$ cat src/rtl/mem_if.sv
// Memory port between the processor controller/datapath and the memory responder.
// The controller drives the request strobes, address and write data.
// The responder returns read data, the completion pulses, busy and err.
interface mem_if #(
  parameter int DATA_W = 16,
  parameter int ADDR_W = 16
);
  logic              mem_rd;
  logic              mem_wr_n;
  logic [ADDR_W-1:0] addr;
  logic [DATA_W-1:0] wdata;
  logic [DATA_W-1:0] rdata;
  logic              rvalid;
  logic              wack;
  logic              busy;
  logic              err;

  modport master (
    output mem_rd, mem_wr_n, addr, wdata,
    input  rdata, rvalid, wack, busy, err
  );

  modport slave (
    input  mem_rd, mem_wr_n, addr, wdata,
    output rdata, rvalid, wack, busy, err
  );
endinterface

$ cat src/rtl/mem_responder.sv
// Memory-side responder for the multicycle processor's memory port.
// A request is accepted in IDLE, waits WAIT_CYC cycles in WAIT, and performs the
// access on the edge that leaves WAIT. It then spends one cycle in RESP, where it
// raises rvalid or wack. Every output is driven straight from a register.
module mem_responder #(
  parameter int DATA_W   = 16,
  parameter int ADDR_W   = 16,
  parameter int DEPTH    = 256,
  parameter int WAIT_CYC = 2
) (
  input  logic   clk,
  input  logic   proc_rst,
  mem_if.slave   bus
);

  localparam int                IDX_W   = $clog2(DEPTH);
  localparam logic [3:0]        WAIT_LD = 4'(WAIT_CYC);
  localparam logic [ADDR_W:0]   DEPTH_W = (ADDR_W+1)'(DEPTH);

  typedef enum logic [1:0] {IDLE, WAIT, RESP} state_t;

  state_t            state;
  logic [3:0]        cnt;
  logic              op_wr;
  logic [ADDR_W-1:0] addr_q;
  logic [DATA_W-1:0] wdata_q;
  logic [DATA_W-1:0] rdata_q;
  logic              rvalid_q;
  logic              wack_q;
  logic              busy_q;
  logic              err_q;

  logic [DATA_W-1:0] mem [DEPTH];

  logic              rd_req;
  logic              wr_req;
  logic              accept;
  logic              access;
  logic              in_range;
  logic [IDX_W-1:0]  idx;

  assign rd_req   = bus.mem_rd;
  assign wr_req   = ~bus.mem_wr_n;
  // A collision (both strobes active) is never accepted.
  assign accept   = (state == IDLE) && (rd_req ^ wr_req);
  // The access edge is the one that takes WAIT to RESP.
  assign access   = (state == WAIT) && (cnt == 4'd0);
  // Check the full address first, so high addresses cannot alias onto low words.
  assign in_range = ({1'b0, addr_q} < DEPTH_W);
  assign idx      = addr_q[IDX_W-1:0];

  assign bus.rdata  = rdata_q;
  assign bus.rvalid = rvalid_q;
  assign bus.wack   = wack_q;
  assign bus.busy   = busy_q;
  assign bus.err    = err_q;

  // Capture the request fields when a request is accepted. Later changes on the bus are ignored.
  always_ff @(posedge clk) begin
    if (accept) begin
      addr_q  <= bus.addr;
      wdata_q <= bus.wdata;
    end
  end

  // Storage write. Reset forces state to IDLE, so an aborted write never lands.
  always_ff @(posedge clk) begin
    if (access && op_wr && in_range) begin
      mem[idx] <= wdata_q;
    end
  end

  // Control FSM with registered response outputs.
  always_ff @(posedge clk or negedge proc_rst) begin
    if (!proc_rst) begin
      state    <= IDLE;
      cnt      <= 4'd0;
      op_wr    <= 1'b0;
      rdata_q  <= '0;
      rvalid_q <= 1'b0;
      wack_q   <= 1'b0;
      busy_q   <= 1'b0;
      err_q    <= 1'b0;
    end else begin
      rvalid_q <= 1'b0;
      wack_q   <= 1'b0;
      err_q    <= 1'b0;
      case (state)
        IDLE: begin
          if (rd_req && wr_req) begin
            err_q <= 1'b1;
          end else if (accept) begin
            op_wr  <= wr_req;
            cnt    <= WAIT_LD;
            busy_q <= 1'b1;
            state  <= WAIT;
          end
        end
        WAIT: begin
          if (cnt != 4'd0) begin
            cnt <= cnt - 4'd1;
          end else begin
            state <= RESP;
            err_q <= ~in_range;
            if (op_wr) begin
              wack_q <= 1'b1;
            end else begin
              rvalid_q <= 1'b1;
              rdata_q  <= in_range ? mem[idx] : '0;
            end
          end
        end
        RESP: begin
          state  <= IDLE;
          busy_q <= 1'b0;
        end
        default: begin
          state  <= IDLE;
          busy_q <= 1'b0;
        end
      endcase
    end
  end

endmodule

$ cat src/flat_wrapper.sv
// flat-port wrapper written by rule: the top's interface ports become plain ports
module mem_responder_flat 
#(
  parameter int DATA_W   = 16,
  parameter int ADDR_W   = 16,
  parameter int DEPTH    = 256,
  parameter int WAIT_CYC = 2
)
  (clk, proc_rst, bus_mem_rd, bus_mem_wr_n, bus_addr, bus_wdata, bus_rdata, bus_rvalid, bus_wack, bus_busy, bus_err);
  mem_if #(.DATA_W(DATA_W), .ADDR_W(ADDR_W)) bus_i ();
  input  logic clk;
  input  logic proc_rst;
  input wire logic [$bits(bus_i.mem_rd)-1:0] bus_mem_rd;
  input wire logic [$bits(bus_i.mem_wr_n)-1:0] bus_mem_wr_n;
  input wire logic [$bits(bus_i.addr)-1:0] bus_addr;
  input wire logic [$bits(bus_i.wdata)-1:0] bus_wdata;
  output wire logic [$bits(bus_i.rdata)-1:0] bus_rdata;
  output wire logic [$bits(bus_i.rvalid)-1:0] bus_rvalid;
  output wire logic [$bits(bus_i.wack)-1:0] bus_wack;
  output wire logic [$bits(bus_i.busy)-1:0] bus_busy;
  output wire logic [$bits(bus_i.err)-1:0] bus_err;
  assign bus_i.mem_rd = bus_mem_rd;
  assign bus_i.mem_wr_n = bus_mem_wr_n;
  assign bus_i.addr = bus_addr;
  assign bus_i.wdata = bus_wdata;
  assign bus_rdata = bus_i.rdata;
  assign bus_rvalid = bus_i.rvalid;
  assign bus_wack = bus_i.wack;
  assign bus_busy = bus_i.busy;
  assign bus_err = bus_i.err;
  mem_responder #(.DATA_W(DATA_W), .ADDR_W(ADDR_W), .DEPTH(DEPTH), .WAIT_CYC(WAIT_CYC)) u_core (.clk(clk), .proc_rst(proc_rst), .bus(bus_i));
endmodule
$ cat config.mk
export PLATFORM = sky130hd
export DESIGN_NAME = mem_responder_flat
export DESIGN_NICKNAME = d
export VERILOG_FILES = /design/src/rtl/mem_if.sv /design/src/rtl/mem_responder.sv /design/src/flat_wrapper.sv
export SDC_FILE = /design/constraint.sdc
export NUM_CORES = 2
export LEC_CHECK = 0
export CAP_MARGIN = 10
export CELL_PAD_IN_SITES_DETAIL_PLACEMENT = 0
export CELL_PAD_IN_SITES_GLOBAL_PLACEMENT = 2
export CORE_MARGIN = 2
export CORE_UTILIZATION = 38
export DETAILED_ROUTE_END_ITERATION = 8
export PLACE_DENSITY = 0.66
export RECOVER_POWER = 50
export SYNTH_ARGS = -nofsm -noshare
export SYNTH_HDL_FRONTEND = slang
export SYNTH_SLANG_ARGS = --single-unit
$ cat constraint.sdc
create_clock -name clk -period 5.35 [get_ports clk]
set_input_delay 1.07 -clock clk [delete_from_list [all_inputs] [get_ports clk]]
set_output_delay 1.07 -clock clk [all_outputs]
set_load 0.005 [all_outputs]
==> impl_summary.log <==
[metrics] crit share post-route: 92.9%
[metrics] antenna violations before repair: 31
[metrics] number of placement rows: 238
[metrics] Antenna Violating Nets Remaining: 0
[metrics] maximum buffer depth of the clock tree: 4
[metrics] max capacitance violation total: 41
[metrics] area growth from synthesis to layout: 14.8%
[metrics] sum of buffers and inverters on the critical path: 1
[metrics] via-per-instance ratio: 5.75
[metrics] die area: 426,000 um^2
[metrics] syn nets: 7,421
[metrics] register area share after synthesis: slightly below 80%
[metrics] Starting Density: between 30% and 40%
[metrics] number of buffers added for setup after CTS: 0
[metrics] Setup Total Neg Slack: 0 ps
[metrics] most common cell after layout, fill and taps aside: edfxtp_1
[metrics] clock period minus final worst setup slack: 4970 ps
[metrics] crit start category: register
[metrics] part of the total power dissipated in the clock network: 34.1%
[metrics] Internal Pwr Total: 61,400 uW
[metrics] storage element area: approximately 120,000 um^2
[metrics] number of warning messages in the yosys log: 0
[metrics] proportion of netlist area held by the largest area contributor: 77.5%
[metrics] combinational group share of total power: 22.2%
[metrics] setup repair after global routing missed its margin: false
[metrics] multi-input logic area: 32,800 um^2
[metrics] Clock transition at path regs: around 60 ps
[metrics] average wire per standard cell: between 30 and 40 um
[metrics] Clock Sink Count: about 4,200
[metrics] Net Switching: 25,800 uW
[metrics] post-route clock skew: around 100 ps
[metrics] CP endpoint kind: register
[metrics] max-slew violation total from the final report: 3,512
[metrics] Final Hold Viols: 0
[metrics] HPWL after detailed placement: ~280,000 um
[metrics] Overflow after GRT: 0
[metrics] fraction of layout cells with a size suffix above 1: around 25%
[metrics] worst path cell trace: clkbuf_2
[metrics] main area contributors after synthesis: edfxtp_1 77%, mux4_2 12%, mux2i_1 3.7%, o221ai_1 1.3%, nor2_1 0.71%
[metrics] CTS Hold Buffers Added: 0
[metrics] vias post-DR: 79,828
[metrics] DRC violation count after routing: 0
[metrics] net count reported at finish: 8,029
[metrics] count of fill cells added during filler insertion: 35,644
[metrics] total power density per cell area: 475 nW/um^2
[metrics] maximum number of pins on one net before global-route repair: 159
[metrics] outcome: complete, but fails checks
[metrics] floorplan core area: around 420,000 um^2
[metrics] path type of the worst min-delay path: register to register
[metrics] Power Total: approximately 87,000 uW
[metrics] CP max-delay cell: clkbuf_2
[metrics] crit path kind: register to register
[metrics] Chip Height: 653 um
[metrics] average instance area after synthesis: 21.7 um^2
[metrics] number of H-tree levels: 5
[metrics] Required @ worst endpoint: 5440 ps
[metrics] flip-flop cell with the highest count after synthesis: edfxtp_1
[metrics] Max VDD drop: 330 uV
[metrics] Die Span X: 653 um
[metrics] # setup viols final: 0
[metrics] Worst Path Arrival: around 5000 ps
[metrics] part of the total power dissipated in sequential elements: 43.6%
[metrics] number of synthesized flops with an enable pin: 4,128
[metrics] highest attainable clock frequency: between 200 and 250 MHz
[metrics] combined area of all synthesized cells: 160,000 um^2
[metrics] share of flip-flops with an asynchronous set or reset after synthesis: less than 1%
[metrics] switching part of the total power: between 20% and 30%
[metrics] number of synthesized register bits: about 4,200
[metrics] violations in the final reports: capacitance limit, slew limit
[metrics] CTS tree: yes
[metrics] largest stage delay on the critical path: 2790 ps
[metrics] distinct cell type count after synthesis: a little under 60
[metrics] relative max-transition margin: -190%
[metrics] slew of the pin with the lowest slew margin: around 4300 ps
[metrics] Routed WL: 468,000 um
[metrics] global-route wire length before repair: 646,000 um
[metrics] CTS root buf: clkbuf_16
[metrics] Placer Congestion: 0.830
[metrics] worst slack on hold paths: 528 ps
[metrics] clock insertion delay at the later pin of the skew report: 1010 ps
[metrics] commonest cells after routing, fill and taps aside: 4,128 x edfxtp_1, 822 x mux4_2, 588 x mux2i_1
[metrics] post-synthesis cell type with the largest combined area: edfxtp_1
[metrics] vias in the first global route: between 70,000 and 80,000
[metrics] initial detailed-routing violation count: 9,841
[metrics] total routing resource utilization after global routing: a little over a fifth
[metrics] number of port buffers: 55
[metrics] total clock buffers created by CTS: 430
[metrics] Top Ports: 56
[metrics] post-cts repair resize count: 0
[metrics] post-synthesis instance total: approximately 7,400
[metrics] Pre-Repair DR Iteration Count: 5
[metrics] leakage: a little under 0.06 uW
[metrics] Top delay family on crit path: buffers and inverters
[metrics] highest fanout seen on the critical path: 144
==> area by class of cell <==
cell class                      instances  area share, %
Clock buffer                          527           6.15
Inverter                                9         0.0266
Antenna cell                            7        0.00953
Multi-Input combinational cell       2776           17.9
Clock inverter                        260           1.47
Tap cell                             5520           3.76
Timing Repair Buffer                  611           2.79
Sequential cell                      4163           67.9
==> per-stage QoR <==
stage	std cells	utilization [%]	setup slack, ps	cell area, um^2
final	13873	43.8	378	184000
after global routing	13868	43.8	247	184000
after CTS	13864	43.8	483	184000
after detailed placement	13077	40.5	500	170000
after global placement	13077	40.5	494	170000
after floorplan	7383	-	1300	160000
==> per-layer routing <==
layer  global-route usage (%)  vias up  share of wire [%]
li1                         -    32613                  -
met1                     29.5    43229                 40
met2                     35.7     3349                 49
met3                     3.22      629                7.0
met4                     6.62        8                3.4
met5                        0        -              0.010
==> kinds of logic (layout without fill, tap and decap cells) <==
group	Yosys count	count (layout)	share of synthesized area (%)
DFF	4163	4163	78.0
AOI/OAI and AO/OA	784	784	3.44
other	0	7	0
buffers and inverters	444	1407	1.66
adders and majority gates	2	2	0.0156
xor gates and xnor gates	2	2	0.0109
and+or+nand+nor	561	561	1.54
muxes	1427	1427	15.4
==> synth_stat cells, types with 16 or more instances <==
library cell	count
nand3_1	25
buf_4	54
a22oi_1	37
o22ai_1	159
dfrtp_1	27
mux4_2	822
o211ai_1	16
nor2b_1	16
nand4_1	16
o221ai_1	231
mux2_2	17
nand2_1	83
buf_2	82
buf_1	35
a22o_1	19
nor2_1	304
a221oi_1	20
a21oi_1	140
edfxtp_1	4128
mux2i_1	588
nor3_1	62
buf_6	71
clkbuf_1	182
o21ai_0	81
nor4_1	17
==> registers in the layout, summed over array words and instances (netlist names), named ones only <==
name,cells
u_core.bus.rdata,16
u_core.state,2
u_core.cnt,4
u_core.addr_q,16
u_core.bus.rvalid,1
u_core.bus.err,1
u_core.mem,4096
u_core.bus.wack,1
u_core.wdata_q,16
u_core.bus.busy,1
u_core.op_wr,1
==> tightest hold or removal path, stage by stage, from the launching register on <==
cell	delay, ps
dfrtp_1	360
nand2_1	50
o21ai_0	70
==> final timing paths <==
check                                  start                   to  slack [ps]  cells after the start
max                        u_core.wdata_q[6]   u_core.mem[166][6]         380                      1
min                             u_core.op_wr         u_core.op_wr         530                      2
max reg2reg                u_core.wdata_q[6]   u_core.mem[166][6]         380                      1
min reg2reg                     u_core.op_wr         u_core.op_wr         530                      2
max in group asynchronous           proc_rst  u_core.bus.rdata[5]        2550                      1
min in group asynchronous           proc_rst        u_core.cnt[2]        1040                      1
==> power groups by stage <==
stage               sequential [uW]  combinational (uW)  clock, uW
detailed placement            38500               19700          0
global route                  38100               20300      31500
finish                        38100               19400      29800
CTS                           37800               19800      30300
global placement              38500               19600          0
floorplan                     39300               10800          0
(Power assumes the default switching activity.)
